==> src/rtl/alu_bist.sv <==
// ---------------------------------------------------------------------------
// alu_bist : built-in self-test controller for the 4-bit combinational ALU.
//
// A 10-bit maximal-length LFSR (x^10 + x^7 + 1) supplies A/B/sel for
// N_PATTERNS consecutive cycles. The ALU response {cout, y} for each pattern
// is folded into a 16-bit MISR on the same edge that advances the LFSR, so
// pattern and response line up with zero pipeline stages. When the run ends
// the MISR is compared with GOLDEN and the verdict is held in DONE.
//
// Ports
//   clk         : clock, all state updates on the rising edge
//   rst_n       : synchronous active-low reset
//   start       : run request, sampled in IDLE and DONE only
//   alu_a/b/sel : stimulus to the ALU (zero outside RUN)
//   alu_y/cout  : ALU response, combinational from alu_a/alu_b/alu_sel
//   busy        : high while in RUN
//   done        : high while in DONE
//   pass        : valid while done=1, 1 iff final signature == GOLDEN
//   signature   : current MISR contents, valid in every state
//   dbg_state_o : current FSM state (ST_IDLE/ST_RUN/ST_DONE encoding)
//
// Handshake: start is a level request with no acknowledge. It is acted on at
// any rising edge where the FSM is in IDLE or DONE and ignored during RUN;
// holding it high chains runs with exactly one DONE cycle between them.
// ---------------------------------------------------------------------------
module alu_bist #(
  parameter int unsigned N_PATTERNS = 64,
  parameter logic [15:0] GOLDEN     = 16'h0000
) (
  input  logic        clk,
  input  logic        rst_n,
  input  logic        start,
  output logic [3:0]  alu_a,
  output logic [3:0]  alu_b,
  output logic [1:0]  alu_sel,
  input  logic [3:0]  alu_y,
  input  logic        alu_cout,
  output logic        busy,
  output logic        done,
  output logic        pass,
  output logic [15:0] signature,
  output logic [1:0]  dbg_state_o
);

  localparam logic [1:0] ST_IDLE = 2'd0;
  localparam logic [1:0] ST_RUN  = 2'd1;
  localparam logic [1:0] ST_DONE = 2'd2;

  localparam logic [9:0] LFSR_SEED = 10'h001;
  localparam logic [9:0] CNT_LAST  = 10'(N_PATTERNS - 1);

  logic [1:0]  state_q, state_d;
  logic [9:0]  lfsr_q,  lfsr_d;
  logic [9:0]  cnt_q,   cnt_d;
  logic [15:0] sig_q,   sig_d;
  logic        pass_q,  pass_d;

  logic        in_run;
  logic        misr_fb;
  logic [15:0] misr_next;
  logic        lfsr_fb;

  assign in_run = (state_q == ST_RUN);

  // MISR: shift with feedback taps 15/13/12/10, then XOR the 5-bit response
  // into the low bits. This absorbs the pattern currently on the ALU inputs.
  assign misr_fb   = sig_q[15] ^ sig_q[13] ^ sig_q[12] ^ sig_q[10];
  assign misr_next = {sig_q[14:0], misr_fb} ^ {11'b0, alu_cout, alu_y};

  assign lfsr_fb = lfsr_q[9] ^ lfsr_q[6];

  always_comb begin
    state_d = state_q;
    lfsr_d  = lfsr_q;
    cnt_d   = cnt_q;
    sig_d   = sig_q;
    pass_d  = pass_q;
    case (state_q)
      ST_IDLE, ST_DONE: begin
        // Every run starts from the same seed and a cleared signature so the
        // result never depends on what a previous run left behind.
        if (start) begin
          state_d = ST_RUN;
          lfsr_d  = LFSR_SEED;
          cnt_d   = '0;
          sig_d   = '0;
          pass_d  = 1'b0;
        end
      end
      ST_RUN: begin
        sig_d  = misr_next;
        lfsr_d = {lfsr_q[8:0], lfsr_fb};
        cnt_d  = cnt_q + 10'd1;
        if (cnt_q == CNT_LAST) begin
          state_d = ST_DONE;
          pass_d  = (misr_next == GOLDEN);
        end
      end
      default: begin
        state_d = ST_IDLE;
      end
    endcase
  end

  always_ff @(posedge clk) begin
    if (!rst_n) begin
      state_q <= ST_IDLE;
      lfsr_q  <= LFSR_SEED;
      cnt_q   <= '0;
      sig_q   <= '0;
      pass_q  <= 1'b0;
    end else begin
      state_q <= state_d;
      lfsr_q  <= lfsr_d;
      cnt_q   <= cnt_d;
      sig_q   <= sig_d;
      pass_q  <= pass_d;
    end
  end

  // Stimulus comes straight from the registered LFSR, gated to zero outside RUN.
  assign alu_a       = in_run ? lfsr_q[9:6] : 4'd0;
  assign alu_b       = in_run ? lfsr_q[5:2] : 4'd0;
  assign alu_sel     = in_run ? lfsr_q[1:0] : 2'd0;
  assign busy        = in_run;
  assign done        = (state_q == ST_DONE);
  assign pass        = pass_q;
  assign signature   = sig_q;
  assign dbg_state_o = state_q;

endmodule

==> config.mk <==
export PLATFORM = sky130hd
export DESIGN_NAME = alu_bist
export DESIGN_NICKNAME = d
export VERILOG_FILES = /design/src/rtl/alu_bist.sv
export SDC_FILE = /design/constraint.sdc
export NUM_CORES = 1
export LEC_CHECK = 0
export ABC_AREA = 1
export BUFFER_PORTS_ARGS = -buffer_cell sky130_fd_sc_hd__clkbuf_2
export CAP_MARGIN = 30
export CORE_MARGIN = 2
export CORE_UTILIZATION = 53
export DETAILED_ROUTE_END_ITERATION = 16
export GPL_ROUTABILITY_DRIVEN = 0
export PLACE_DENSITY = 0.76
export SYNTH_ARGS = -nofsm -noshare
export SYNTH_HDL_FRONTEND = slang
export SYNTH_SLANG_ARGS = --single-unit
==> constraint.sdc <==
create_clock -name clk -period 1.6 [get_ports clk]
set_input_delay 0.32 -clock clk [delete_from_list [all_inputs] [get_ports clk]]
set_output_delay 0.32 -clock clk [all_outputs]
set_load 0.005 [all_outputs]
==> impl_metrics.yaml, run 1 <==
min_path:
  hold_path_class: "in2reg"
grt:
  first_global_vias: 1530
  antenna_found_initial: 0
  grtUsageTotal_pct: 20.9
  grt_max_degree: 22
  grt_pass1_wl_microns: 6530
  grt-ovfl-total: 0
finish:
  stdcell_count: 349
  layout.nets: 311
  finalInstanceArea_sq_um: 2110
  layout-drive-gt1-share_pct: 22.4
  layout_commonest_cell: "nand2_1"
  final_cell_mix: "nand2_1, dfxtp_1, clkbuf_2"
  area_delta_synth_final_pct: 13.4
  diodes: 0
logic_synthesis:
  yosysSeqAreaShare_pct: 42.0
  postSynthNetCount: 278
  synth_adder_area_share_pct: 0.673
  synth_area_sq_um: 1860
  synth.area.mux_share_pct: 0
  synth_top_family_by_area: "simple AND/OR/NAND/NOR gates"
  async_reset_ff_share_pct: 0
  synthSimpleGateAreaFrac_pct: 28.4
  synth_seq_cells: 39
  synth_edf_count: 0
  synth_area_per_cell_sq_um: 6.91
  yosysWarningCount: 0
  synth_compound_area_share_pct: 14.7
  ys.flop_type: "dfxtp_1"
  synth_cells: 269
  synth.distinct_cells: 26
  synthXorXnorAreaFrac_pct: 0
die:
  io_pins: 39
  initial_core_util_pct: 55.2
  core_area_sq_um: 3360
  die_width_microns: 63.2
  die_area_sq_um: 4000
  rows: 21
  die_h_microns: 63.2
setup_path:
  end_kind: "output pin"
  path_class: "reg2out"
  setup.worst_path.start_class: "flop"
  arrival_ns: 1.25
  path_max_fanout: 13
  worst_ep_required_time_ns: 1.28
  crit_chain: "inv_1 > nand2_4 > nor2_1 > clkbuf_2"
  cp_slowest_cell: "dfxtp_1"
  critPathMaxStageDelay_ns: 0.32
placement:
  postPlaceCellArea_sq_um: 2030
  dp_cells: 341
  dp_slack_ns: 0.153
  io_buffers: 38
  dp_hpwl_microns: 2800
sta:
  slew_headroom_pct: 76.5
  hold-worst-slack_ns: 0.276
  hold_viol_final: 0
  tns_ns: 0
  finalSetupViolCount: 0
  worst_slew_pin_slew_ns: 0.352
  finalCritPeriodShare_pct: 98.2
  finalClockSkew_ns: 0.00524
  timing.final.ws_setup_ns: 0.0295
  finalCriticalPeriod_ns: 1.57
  drv_slew: 0
  rsz0062_at_grt: "true"
  max_freq_mhz: 637
power_and_ir_drop:
  p_int_uw: 1310
  combPwrFrac_pct: 10.0
  vdd_drop_max_v: 0.000530
  power_frac_clock_pct: 33.4
  p_sw_uw: 464
  seqPwrFrac_pct: 56.6
  p_sw_share_pct: 26.2
  p_per_area_nw_per_um2: 842
  leakage_uw: 0.000890
clocking:
  cts.reportedPaths.clkPinSlew_ns: 0.12
  cts_made_buffers: 5
  root_buffer: "clkbuf_4"
  cts-hold-fix-buffers: 0
  cts_tree: "yes"
  post_cts_buffers: 0
  clkLatencyLatePin_ns: 0.36
  htree_levels: 2
  clk_path_buf_depth: 2
  clock-sinks: 39
route:
  first_pass_iters: 4
  final_antenna_net_count: 0
  drt_iter0_drc: 77
  wl_microns: 3870
  wl_per_cell_microns: 11.1
  post-route-drc-count: 0
  via_count: 1717
  vias_per_cell: 4.92
run:
  cap_violations: 0
outcome:
  status: "completed"
==> per-layer routing <==
layer / part of all wire [%] / GRT usage, % / vias to the layer above
met5: 0 / 0 / -
met4: 1.8 / 8.42 / 0
met3: 6.8 / 8.39 / 10
met2: 47 / 34.7 / 43
met1: 44 / 24.0 / 768
li1: - / - / 896
==> power by group through the flow <==
| stage | logic (uW) | registers, uW | clock network (uW) |
|---|---|---|---|
| finish | 177 | 1000 | 592 |
| global route | 202 | 1010 | 647 |
| CTS | 179 | 1000 | 600 |
| detailed placement | 177 | 1030 | 0 |
| global placement | 176 | 1020 | 0 |
| floorplan | 129 | 1020 | 0 |
==> worst max-delay path, delay by kind of cell (launching register included) <==
family                 cells  cell delay, ns
AND/OR/NAND/NOR            2            0.32
buffers and inverters      2            0.25
flip-flops                 1            0.32
==> timing repair <==
item,4_1_cts,5_1_grt
resized for setup,2,1
setup endpoints to repair,11,9
pin swaps,0,0
cloned,0,0
==> state kept, by name (all words and copies together) (netlist names) <==
register	flops
dbg_state_o	2
signature	16
lfsr_q	10
pass	1
cnt_q	10
==> worst paths after layout <==
path,from,endpoint,slack (ns),cells after the start
max reg2reg,cnt_q[0],cnt_q[8],0.20,8
min reg2reg,lfsr_q[7],lfsr_q[7],0.47,2
min,alu_y[1],signature[1],0.28,4
max,dbg_state_o[1],alu_a[3],0.03,4
==> cell families after synthesis <==
group           count (synthesis)
buf+inv                        56
simple gates                  126
compound gates                 47
flops                          39
fa+ha+maj                       1
==> Yosys cell counts (2+ instances only) <==
master	instances	area, sq um
dfxtp_1	39	781
o21a_1	8	60.1
a211oi_1	3	22.5
inv_2	3	11.3
nand2_1	67	251
buf_4	11	82.6
nand2_2	3	18.8
o21ai_0	7	35.0
clkbuf_1	2	7.51
inv_1	34	128
nor3_1	2	10.0
nor2_1	35	131
nand3_1	10	50.1
a21oi_1	26	130
buf_2	4	20.0
nor2_2	5	31.3
==> stage by stage <==
stage | util [%] | power, uW
CTS | 62.6 | 1780
global placement | 60.3 | 1200
finish | 62.6 | 1770
floorplan | - | 1150
global route | 62.6 | 1860
detailed placement | 60.3 | 1200
==> layout make-up <==
type,instances,area (sq um)
fill,359,1260
timing repair buffer,44,235
tap,46,57.6
inverter,38,143
multi-input combinational,174,821
clock buffer,8,68.8
sequential,39,782
No activity file was read; power rests on OpenSTA's default activity.
==> run 2: changes to the inputs <==
--- a/config.mk
+++ b/config.mk
@@ -5,7 +5,6 @@
 export SDC_FILE = /design/constraint.sdc
 export NUM_CORES = 1
 export LEC_CHECK = 0
-export ABC_AREA = 1
 export BUFFER_PORTS_ARGS = -buffer_cell sky130_fd_sc_hd__clkbuf_2
 export CAP_MARGIN = 30
 export CORE_MARGIN = 2
@@ -13,6 +12,7 @@
 export DETAILED_ROUTE_END_ITERATION = 16
 export GPL_ROUTABILITY_DRIVEN = 0
 export PLACE_DENSITY = 0.76
+export SKIP_LAST_GASP = 1
 export SYNTH_ARGS = -nofsm -noshare
 export SYNTH_HDL_FRONTEND = slang
 export SYNTH_SLANG_ARGS = --single-unit
==> run 2 against run 1 <==
  * The flow now finishes with violations (negative setup slack)
  * Flip-flop and latch count unchanged
  * Final cell count down 15%
  * Clock skew up 0.0070 ns
  * Worst setup slack worse by 0.053 ns
  * Non-clock buffer count up 12
  * Clock power up 23%
  * First-iteration DRC count down 26%
  * Critical path depth up 1
  * Utilization up 6.1 points
  * Wire length down 0.85%
  * Hold slack about the same
  * Power up 9.9%
==> impl_metrics.yaml, run 2 <==
outcome:
  status: "complete, but fails checks"
  violations: "negative setup slack"
power_and_ir_drop:
  p_sw_share_pct: 24.8
  combPwrFrac_pct: 11.1
  finalPower_uw: 1950
  power_frac_clock_pct: 37.4
  leakage_uw: 0.000963
  seqPwrFrac_pct: 51.5
  vdd_drop_max_v: 0.000508
  p_int_uw: 1470
  p_sw_uw: 484
  p_per_area_nw_per_um2: 857
die:
  die_h_microns: 62.5
  rows: 21
  io_pins: 39
  initial_core_util_pct: 54.7
  die_width_microns: 62.5
  die_area_sq_um: 3900
  core_area_sq_um: 3310
sta:
  finalCritPeriodShare_pct: 101
  hold_viol_final: 0
  max_freq_mhz: 616
  worst_slew_pin_slew_ns: 0.438
  finalSetupViolCount: 6
  slew_headroom_pct: 70.5
  tns_ns: -0.0803
  finalCriticalPeriod_ns: 1.62
  rsz0062_at_grt: "true"
  timing.final.ws_setup_ns: -0.0240
  drv_slew: 0
  finalClockSkew_ns: 0.0123
route:
  wl_microns: 3830
  drt_iter0_drc: 57
  first_pass_iters: 4
  via_count: 1524
  wl_per_cell_microns: 12.9
  final_antenna_net_count: 0
  vias_per_cell: 5.15
  post-route-drc-count: 0
logic_synthesis:
  yosysWarningCount: 0
  synth.distinct_cells: 36
  synth_top_family_by_area: "simple AND/OR/NAND/NOR gates"
  async_reset_ff_share_pct: 0
  synth_top_area_share_pct: 43.1
  yosysMostFrequentCell: "dfxtp_1"
  synth.area.mux_share_pct: 2.21
  synth_area_per_cell_sq_um: 8.79
  yosysSeqAreaShare_pct: 43.1
  synth_top_area_cell: "dfxtp_1"
  postSynthNetCount: 215
  synth_commonest_cells: "dfxtp_1, nand2_1, and2_1, nor2b_1, a21boi_0"
  synth_area_sq_um: 1810
  ys.flop_type: "dfxtp_1"
  synth_edf_count: 0
  synth_compound_area_share_pct: 15.6
  synthXorXnorAreaFrac_pct: 3.87
  synth_seq_cells: 39
  synth_area_leaders: "dfxtp_1, a21boi_0, nand2_1"
  synth_cells: 206
  synth_adder_area_share_pct: 0.691
  synthSimpleGateAreaFrac_pct: 27.7
setup_path:
  path_class: "reg2out"
  r2r_slack_ns: 0.12
  reg2regPathDepth: 7
  crit_start: "dbg_state_o[1]"
  worst_ep_required_time_ns: 1.28
  setup.worst_path.start_class: "flop"
  path_max_fanout: 7
  end_kind: "output pin"
  arrival_ns: 1.30
  rr_startpoint: "dbg_state_o[1]"
  reg2reg_to: "signature[8]"
placement:
  io_buffers: 38
  dp_hpwl_microns: 2570
  dp_cells: 281
  postPlaceCellArea_sq_um: 2030
grt:
  grt-ovfl-total: 0
  grt_max_degree: 41
  grt_pass1_wl_microns: 6530
  grtUsageTotal_pct: 21.3
  antenna_found_initial: 0
  first_global_vias: 1458
finish:
  largest_reg_flops: 16
  finalInstanceArea_sq_um: 2270
  layout-drive-gt1-share_pct: 33.2
  final_cell_mix: "dfxtp_1, clkbuf_2, nand2_1"
  area_delta_synth_final_pct: 25.6
  stdcell_count: 296
  final_util_pct: 68.7
  diodes: 0
  layout_commonest_cell: "dfxtp_1"
  layout.nets: 258
clocking:
  root_buffer: "clkbuf_4"
  clk_path_buf_depth: 2
  htree_levels: 2
  cts-hold-fix-buffers: 0
  cts_made_buffers: 5
  clock-sinks: 39
  cts.reportedPaths.clkPinSlew_ns: 0.13
  cts_tree: "yes"
  clkLatencyLatePin_ns: 0.36
min_path:
  min_from: "start"
  hold_end: "dbg_state_o[1]"
  hold_path_class: "in2reg"
  hold-path-cell-count: 3
run:
  cap_violations: 0
==> run 2: cell types whose count changed in the layout (fill, tap and decap cells not counted), sizes merged, moves of 5 or more <==
cell and delta:
o21a -6, xnor2 +5, nor2 -36, o21ai -5, inv -33, and2 +16, a21oi -16, buf +16
nand2 -40, a21boi +15, nor2b +16, nand3 -8, clkbuf -6
==> run 2: what timing repair did <==
item,in CTS,in global routing
endpoints found under the hold margin,0,0
buffers inserted,4,3
resized for setup,18,10
setup endpoints to repair,12,11
pin swaps,4,5
==> run 2: layout make-up <==
class                           count  area [sq um]
Multi-Input combinational cell    144           958
Tap cell                           46          57.6
Fill cell                         270          1040
Clock inverter                      2          38.8
Timing Repair Buffer               56           362
Sequential cell                    39           791
Clock buffer                        6          51.3
Inverter                            3          16.3
==> run 2: through the flow <==
step           setup slack [ns]  hold WS [ns]
2_1_floorplan             0.123         0.464
3_3_place_gp             0.0740         0.462
3_5_place_dp           -0.00630         0.470
4_1_cts                 -0.0210         0.276
5_1_grt                 -0.0928         0.264
6_report                -0.0240         0.276
==> run 2: per-layer routing <==
| metal | part of all wire, % | vias up | track usage [%] |
|---|---|---|---|
| li1 | - | 790 | - |
| met1 | 48 | 701 | 27.4 |
| met2 | 47 | 28 | 33.1 |
| met3 | 3.8 | 5 | 6.31 |
| met4 | 1.7 | 0 | 9.44 |
| met5 | 0 | - | 0 |
==> run 2: worst max-delay path by stage <==
stage	to	slack [ns]
5_1_grt	alu_sel[1]	-0.09
3_5_place_dp	pass	-0.006
6_report	alu_sel[1]	-0.02
4_1_cts	alu_a[3]	-0.02
2_1_floorplan	alu_a[3]	0.12
3_3_place_gp	pass	0.07
==> run 2: worst max-delay path, stage by stage, from the launching register on <==
cell and delay, ns:
dfxtp_2 0.35, nand2b_4 0.15, inv_6 0.07, buf_6 0.12, and2_4 0.14, clkbuf_2 0.11
==> run 2: logic make-up (layout without fill, tap and decap cells) <==
kind of cell,count (synthesis),after routing
buffers and inverters,23,67
DFF,39,39
adders and majority gates,1,1
AOI/OAI and AO/OA,41,41
xor gates and xnor gates,8,8
muxes,4,4
and+or+nand+nor,90,90
==> run 2: power groups by stage <==
stage,sequential (uW),clock [uW],combinational [uW]
after floorplan,1020,0,121
after global placement,1020,0,185
after detailed placement,1030,0,186
after CTS,1010,740,204
after global routing,1010,779,237
final,1000,730,216
